File: config.mk
export PLATFORM = sky130hd
export DESIGN_NAME = led_pattern_bank
export DESIGN_NICKNAME = d
export VERILOG_FILES = /design/src/rtl/led_pattern_bank.sv
export SDC_FILE = /design/constraint.sdc
export NUM_CORES = 1
export LEC_CHECK = 0
export BUFFER_PORTS_ARGS = -buffer_cell sky130_fd_sc_hd__buf_2
export CELL_PAD_IN_SITES_DETAIL_PLACEMENT = 1
export CELL_PAD_IN_SITES_GLOBAL_PLACEMENT = 2
export CORE_MARGIN = 8
export CORE_UTILIZATION = 40
export DETAILED_ROUTE_END_ITERATION = 8
export PLACE_DENSITY_LB_ADDON = 0.2
export RECOVER_POWER = 100
export SLEW_MARGIN = 10
export SYNTH_ARGS = -nofsm -noshare
export SYNTH_HDL_FRONTEND = slang
export SYNTH_SLANG_ARGS = --single-unit
File: constraint.sdc
create_clock -name clk -period 3.8 [get_ports clk]
set_input_delay 0.76 -clock clk [delete_from_list [all_inputs] [get_ports clk]]
set_output_delay 0.76 -clock clk [all_outputs]
set_load 0.005 [all_outputs]
File: src/rtl/led_pattern_bank.sv
// Multi-channel LED pattern generator: a shared tick prescaler plus per-channel
// OFF / ON / BLINK / BREATHE engines, with registered active-low-capable pins.
module led_pattern_bank #(
    parameter int CHANNELS   = 6,
    parameter int TICK_DIV   = 27000,
    parameter int CNT_W      = 16,
    parameter int INIT_HALF  = 500,
    parameter int ACTIVE_LOW = 1,
    localparam int CH_W      = (CHANNELS > 1) ? $clog2(CHANNELS) : 1
) (
    input  logic                clk,
    input  logic                rst_n,
    input  logic                wr_en,
    input  logic [CH_W-1:0]     wr_ch,
    input  logic [1:0]          wr_mode,
    input  logic [CNT_W-1:0]    wr_half,
    input  logic                sync,
    output logic                tick,
    output logic [CHANNELS-1:0] led
);

    // wr_en and sync are single-cycle strobes with no back-pressure: the block
    // is always ready and acts on the strobe at the edge that captures it.

    localparam int   PW = $clog2(TICK_DIV);
    localparam logic AL = (ACTIVE_LOW != 0);

    typedef enum logic [1:0] {
        MODE_OFF     = 2'd0,
        MODE_ON      = 2'd1,
        MODE_BLINK   = 2'd2,
        MODE_BREATHE = 2'd3
    } mode_t;

    logic [PW-1:0]       pcnt;
    logic [7:0]          pwm;
    logic [CHANNELS-1:0] lit_eff;

    // Reload value H-1 with H = max(h,1), so a zero interval behaves as one tick.
    function automatic logic [CNT_W-1:0] reload(input logic [CNT_W-1:0] h);
        return (h == '0) ? '0 : h - CNT_W'(1);
    endfunction

    assign tick = (pcnt == PW'(TICK_DIV - 1));

    always_ff @(posedge clk or negedge rst_n) begin
        if (!rst_n) begin
            pcnt <= '0;
            pwm  <= '0;
        end else if (sync) begin
            pcnt <= '0;
            pwm  <= '0;
        end else begin
            pcnt <= tick ? '0 : pcnt + PW'(1);
            pwm  <= pwm + 8'd1;
        end
    end

    for (genvar i = 0; i < CHANNELS; i++) begin : g_ch
        mode_t            mode_r;
        logic [CNT_W-1:0] half_r;
        logic [CNT_W-1:0] cnt_r;
        logic             lit_r;
        logic [7:0]       duty_r;
        logic             dir_r;
        logic             wr_hit;
        logic             lit_e;

        assign wr_hit = wr_en && (wr_ch == CH_W'(i));

        // A restart (sync or write) takes priority over a coincident tick.
        always_ff @(posedge clk or negedge rst_n) begin
            if (!rst_n) begin
                mode_r <= MODE_BLINK;
                half_r <= CNT_W'(INIT_HALF);
                cnt_r  <= CNT_W'(INIT_HALF - 1);
                lit_r  <= 1'b0;
                duty_r <= 8'd0;
                dir_r  <= 1'b1;
            end else if (sync || wr_hit) begin
                if (wr_hit) begin
                    mode_r <= mode_t'(wr_mode);
                    half_r <= wr_half;
                    cnt_r  <= reload(wr_half);
                end else begin
                    cnt_r  <= reload(half_r);
                end
                lit_r  <= 1'b0;
                duty_r <= 8'd0;
                dir_r  <= 1'b1;
            end else if (tick) begin
                if (cnt_r == '0) begin
                    cnt_r <= reload(half_r);
                    if (mode_r == MODE_BLINK) begin
                        lit_r <= ~lit_r;
                    end
                    if (mode_r == MODE_BREATHE) begin
                        // Turn around on reaching an endpoint so each endpoint lasts one step.
                        if (dir_r) begin
                            duty_r <= duty_r + 8'd1;
                            if (duty_r == 8'd254) dir_r <= 1'b0;
                        end else begin
                            duty_r <= duty_r - 8'd1;
                            if (duty_r == 8'd1) dir_r <= 1'b1;
                        end
                    end
                end else begin
                    cnt_r <= cnt_r - CNT_W'(1);
                end
            end
        end

        always_comb begin
            lit_e = 1'b0;
            case (mode_r)
                MODE_OFF:     lit_e = 1'b0;
                MODE_ON:      lit_e = 1'b1;
                MODE_BLINK:   lit_e = lit_r;
                MODE_BREATHE: lit_e = (duty_r > pwm);
                default:      lit_e = 1'b0;
            endcase
        end

        assign lit_eff[i] = lit_e;
    end

    always_ff @(posedge clk or negedge rst_n) begin
        if (!rst_n) begin
            led <= {CHANNELS{AL}};
        end else begin
            led <= lit_eff ^ {CHANNELS{AL}};
        end
    end

endmodule

## Word level (Yosys, flattened, before mapping)

Cells that the tools add are included.
W data, S select, Z words.

| storage, ports and cells | value |
|---|---|
| input port bits | 25 |
| bits in registers | 293 |

| cells by class | value |
|---|---|
| reduce and logical (&&, ||, !) cells | 74 |
| add/subtract/negate cells | 27 |
| muxes and demuxes | 136 |
| bitwise logic cells | 7 |
| order comparisons | 6 |
| equality and inequality tests | 36 |

Operators with widths:

| cell | count |
|---|---|
| $mux W16 | 31 |
| $mux W8 | 31 |
| $logic_not A16 Y1 | 13 |
| $sub A16 B1 Y16 const B | 13 |
| $mux W1 | 66 |
| $add A8 B1 Y8 const B | 7 |
| $eq A8 B1 Y1 const B | 6 |
| $eq A8 B8 Y1 const B | 6 |
| $gt A8 B8 Y1 | 6 |
| $reduce_bool A2 Y1 | 24 |
| $sub A8 B1 Y8 const B | 6 |
| $reduce_and A3 Y1 | 12 |
| $mux W15 | 2 |
| $eq A2 B2 Y1 const B | 12 |
| $pmux W1 S4 | 6 |
| $add A15 B1 Y15 const B | 1 |
| $eq A15 B15 Y1 const B | 1 |
| $eq A2 B1 Y1 const B | 6 |
| $logic_not A2 Y1 | 6 |
| $reduce_and A2 Y1 | 6 |
| $eq A3 B2 Y1 const B | 2 |
| $eq A3 B3 Y1 const B | 2 |
| $logic_and A1 B1 Y1 | 6 |
| $logic_or A1 B1 Y1 | 6 |
| other kinds (4) | 9 |

## Longest topological paths before layout

| depth | value |
|---|---|
| word-level depth | 7 |
| mapped depth | 10 |
| mapped depth without buffers | 8 |

## Worst setup path after synthesis

Ideal clock, no wire load.

| timing path | value |
|---|---|
| path kind | input-to-reg |
| start point | input port wr_half[0] |
| end point | register g_ch[0].cnt_r[13] |
| arrival | 2924 ps |
| setup slack | 739 ps |
| stages on the path | 10 |
| cell sequence | clkbuf_1 > inv_1 > ha_1 > nor3b_1 > nand3_1 > nor2_1 > clkbuf_1 > nor2_1 > a222oi_1 > a21oi_1 |

| between the ends | value |
|---|---|
| word-level cells in the longest chain between the ends | 4 |
| elaborated cells on any way between the ends | 5 |

Ends and longest elaborated chain:

| element | RTL line | RTL |
|---|---|---|
| from (decl) | 16 | `input logic [CNT_W-1:0] wr_half,` |
| $sub A16 B1 Y16 / $logic_not A16 Y1 (equally long branches) | 41 | `return (h == '0) ? '0 : h - CNT_W'(1);` |
| $mux W16 * | 41 |  |
| $mux W16 * | 81 | `if (wr_hit) begin` |
| $mux W16 * | 80 | `end else if (sync \|\| wr_hit) begin` |
| to (signal assigned) | 76 | `cnt_r <= CNT_W'(INIT_HALF - 1);` |
| to (signal assigned) | 84 | `cnt_r <= reload(wr_half);` |
| to (signal assigned) | 86 | `cnt_r <= reload(half_r);` |
| to (decl) | 62 | `logic [CNT_W-1:0] cnt_r;` |

Mark *: on every way between the ends. The rest lies on a longest branch, timed or not.
A chain may end at the register's enable or synchronous reset.

## Final worst setup path

| timing path | value |
|---|---|
| start point | register pcnt[7] |
| end point | output port tick |

| between the ends | value |
|---|---|
| word-level cells in the longest chain between the ends | 1 |

Ends and longest elaborated chain:

| element | RTL line | RTL |
|---|---|---|
| from (decl) | 35 | `logic [PW-1:0] pcnt;` |
| from (signal assigned) | 54 | `pcnt <= tick ? '0 : pcnt + PW'(1);` |
| $eq A15 B15 Y1 | 44 | `assign tick = (pcnt == PW'(TICK_DIV - 1));` |
| to (decl) | 18 | `output logic tick,` |

Every way passes these cells.

==> run summary <==
Crit Path Class -> reg -> out
RSZ-0062 raised after global routing -> false
Slew HR -> -62.4%
Seq/Total Area, Yosys -> 39.2%
Yosys top cell area share -> 25.9%
Die Area -> 54,700 um2
Diodes inserted -> 0
Max Fclk -> 0.278 GHz
Synth-to-Final Area Change -> 11.9%
Vias in the first global route -> 18,400
Number of warning messages in the yosys log -> 0
# setup viols final -> 0
Flop and latch count out of synthesis -> 293
Yosys top cell by area -> dfrtp_1
1st-pass router iterations -> 5
Post-Place Cells -> 2,857
Failing checks -> capacitance limit, slew limit
Clock latency on the worst-skew pair -> 560 ps
CTS buffer count -> 39
Ranking of synthesized cells by area -> dfrtp_1 26%, dfstp_2 13%, nand2_1 7.2%, ha_1 6.1%, nor2_1 4.6%
Final TNS setup -> 0 ps
Worst setup EP type -> primary output
GRT Overall Usage -> 25.5%
Pin count of the biggest net entering global routing -> 89
Max Slew Vio Count -> 152
I/O pin count -> 32
Setup Skew -> 20.5 ps
CTS H-tree lvls -> 2
Pleak -> 8.78 nW
FFs w/ async S/R, synth -> 100%
Die Ht -> 234 um
Worst-path clk slew -> 60 ps
Post-synth EDFFs -> 0
Initial DRC Count -> 1,175
Global-route wire length before repair -> 109,000 um
Layout cell share with drive strength beyond 1 -> 12.4%
Worst EP required -> 3040 ps
TritonCTS clock tree -> built
Seq pwr share -> 42.7%
Hold WC Path Type -> reg -> reg
Sw frac -> 33.8%
Util after Layout -> 44.9%
Remaining DRCs -> 0
Most common cell in the netlist -> nand2_1
CTS resizes -> 0
Critical path peak fanout -> 13
Initial Utilization -> 40.1%
Routed length per instance -> 23.4 um
Number of clock sinks -> 293
Mapped cell area -> 19,000 um2
Unique cell type count in the Yosys netlist -> 72
Number of fill cells -> 5,672
# rows -> 80
Final Hold Fails -> 0
WL final -> 68,600 um
Met3 usage -> 3.06%
Post-DP HPWL -> 49,000 um
Gpl congestion -> 0.859
Initial antenna violation count -> 0
Pwr dens -> 489 nW/um2
Place WS -> 329 ps
Int Power -> 0.00688 W
Mean Syn Cell Area -> 8.45 um2
Most Crowded Layer GR -> met2
Post-synthesis net count -> 2,368
Global Route met2 Usage -> 42.8%
CTS Root Cell -> clkbuf_16
Core ar. -> 47,300 um2
Worst-Margin Slew -> 2440 ps
Postcts setup bufs -> 0
Syn Inst Count -> 2,250
Final setup margin -> 203 ps
Main synth FF type -> dfrtp_1
Antenna Violating Nets Remaining -> 0
Post-layout nets -> 2,401
Comb pwr share -> 21.8%
Remaining Overflow, GRT -> 0
Fin crit share -> 94.7%
Final min period -> 3600 ps
Clk pwr share -> 35.4%
Status -> complete, but fails checks
Worst vdd ir -> 0.373 mV
I/O Buffers -> 31
Die X-Extent -> 234 um
M1 GR Usage -> 32.9%
Worst path arrival time -> 2840 ps
Synth cell count leaders -> 364 x nand2_1, 232 x nor2_1, 197 x dfrtp_1, 137 x o21ai_0, 129 x a21oi_1
Hold buffer count at cts -> 0
Max-Cap Viols -> 4
Switch Pwr -> 0.00351 W
Cell Count, Final, Fillers Out -> 2,928
Bufs on Longest Clock Path -> 3
Via-per-instance ratio -> 6.00
Type of origin of the critical path -> flip-flop
Vias -> 17,600
==> stage by stage <==
step                power [W]  cell area [um2]  hold WS [ps]
floorplan             0.00585            19000           446
CTS                    0.0105            21400           240
detailed placement    0.00675            20200           468
finish                 0.0104            21300           481
global route           0.0109            21300           493
global placement      0.00666            20200           467
==> worst paths after layout <==
kind,from,endpoint,slack [ps],cells past startpoint
worst max register to register,g_ch[4].cnt_r[0],g_ch[4].dir_r,310,8
worst min-delay path,g_ch[5].half_r[5],g_ch[5].half_r[5],480,2
worst min register to register,g_ch[5].half_r[5],g_ch[5].half_r[5],480,2
max in group asynchronous,rst_n,g_ch[3].half_r[0],670,2
min in group asynchronous,rst_n,g_ch[0].duty_r[4],920,1
worst max-delay path,pcnt[7],tick,200,4
==> power groups by stage <==
| stage | combinational, W | clock [W] | sequential [W] |
|---|---|---|---|
| final | 0.00227 | 0.00368 | 0.00444 |
| after CTS | 0.00229 | 0.00376 | 0.00444 |
| after global placement | 0.00221 | 0 | 0.00445 |
| after global routing | 0.00253 | 0.00387 | 0.00453 |
| after floorplan | 0.00159 | 0 | 0.00426 |
| after detailed placement | 0.00227 | 0 | 0.00448 |
==> cells in the final DEF, fill, tap and decap left out, types with 11 or more instances in the layout <==
cell	n
o31ai_1	11
a222oi_1	19
mux2_2	18
o221ai_1	15
nand2b_1	16
buf_2	23
nand3_1	53
a22oi_1	16
o22ai_1	23
or4_1	20
a21oi_1	128
nand4_1	41
o22a_1	11
a221oi_1	16
mux2i_1	15
xnor2_1	94
nand2_1	365
dfstp_2	92
nor4_1	60
clkbuf_16	41
nor2_1	232
clkinv_2	17
nor2b_1	24
clkbuf_1	27
buf_4	54
o21ai_0	137
xor2_1	85
ha_1	93
and3_1	18
inv_1	62
o211ai_1	12
or3_1	40
dfrtp_1	197
nor3_1	75
==> cells by family (layout without fill, tap and decap cells) <==
kind of cell	after synthesis	in the layout	share of synthesized area [%]
adders and majority gates	93	93	6.12
and+or+nand+nor	1015	1015	25.7
xor gates and xnor gates	179	179	8.25
muxes	33	33	1.86
buffers and inverters	175	238	3.48
DFF	293	293	39.2
AOI/OAI and AO/OA	462	462	15.4
==> metal layers <==
layer / wire, um / part of all wire (%) / vias to the layer above
met5: 0 / 0 / -
met4: 3010 / 4.4 / 0
met3: 3120 / 4.6 / 129
met2: 32700 / 48 / 435
met1: 29700 / 43 / 8895
li1: - / - / 8118
==> registers in the layout, indices dropped and copies added, names as in the netlist, 8 cells and up <==
name	count
g_ch.cnt_r	96
pcnt	15
g_ch.duty_r	48
g_ch.half_r	96
g_ch.mode_r	12
pwm	8
==> critical path, stage by stage (launching register included) <==
cell      delay [ps]
dfrtp_1          440
or4b_1           510
or4_4            720
clkinv_1         380
clkbuf_1         220
==> area by class of cell <==
type / instances / area, um2 / area share (%)
clock buffers: 52 / 1110 / 5.21
repair buffers: 104 / 663 / 3.12
inverters: 63 / 236 / 1.11
clock inverters: 19 / 145 / 0.682
well taps: 615 / 769 / 3.62
multi-input cells: 1782 / 10900 / 51.2
flip-flops and latches: 293 / 7450 / 35.0
Note: power is estimated with default switching activity, not from simulation.
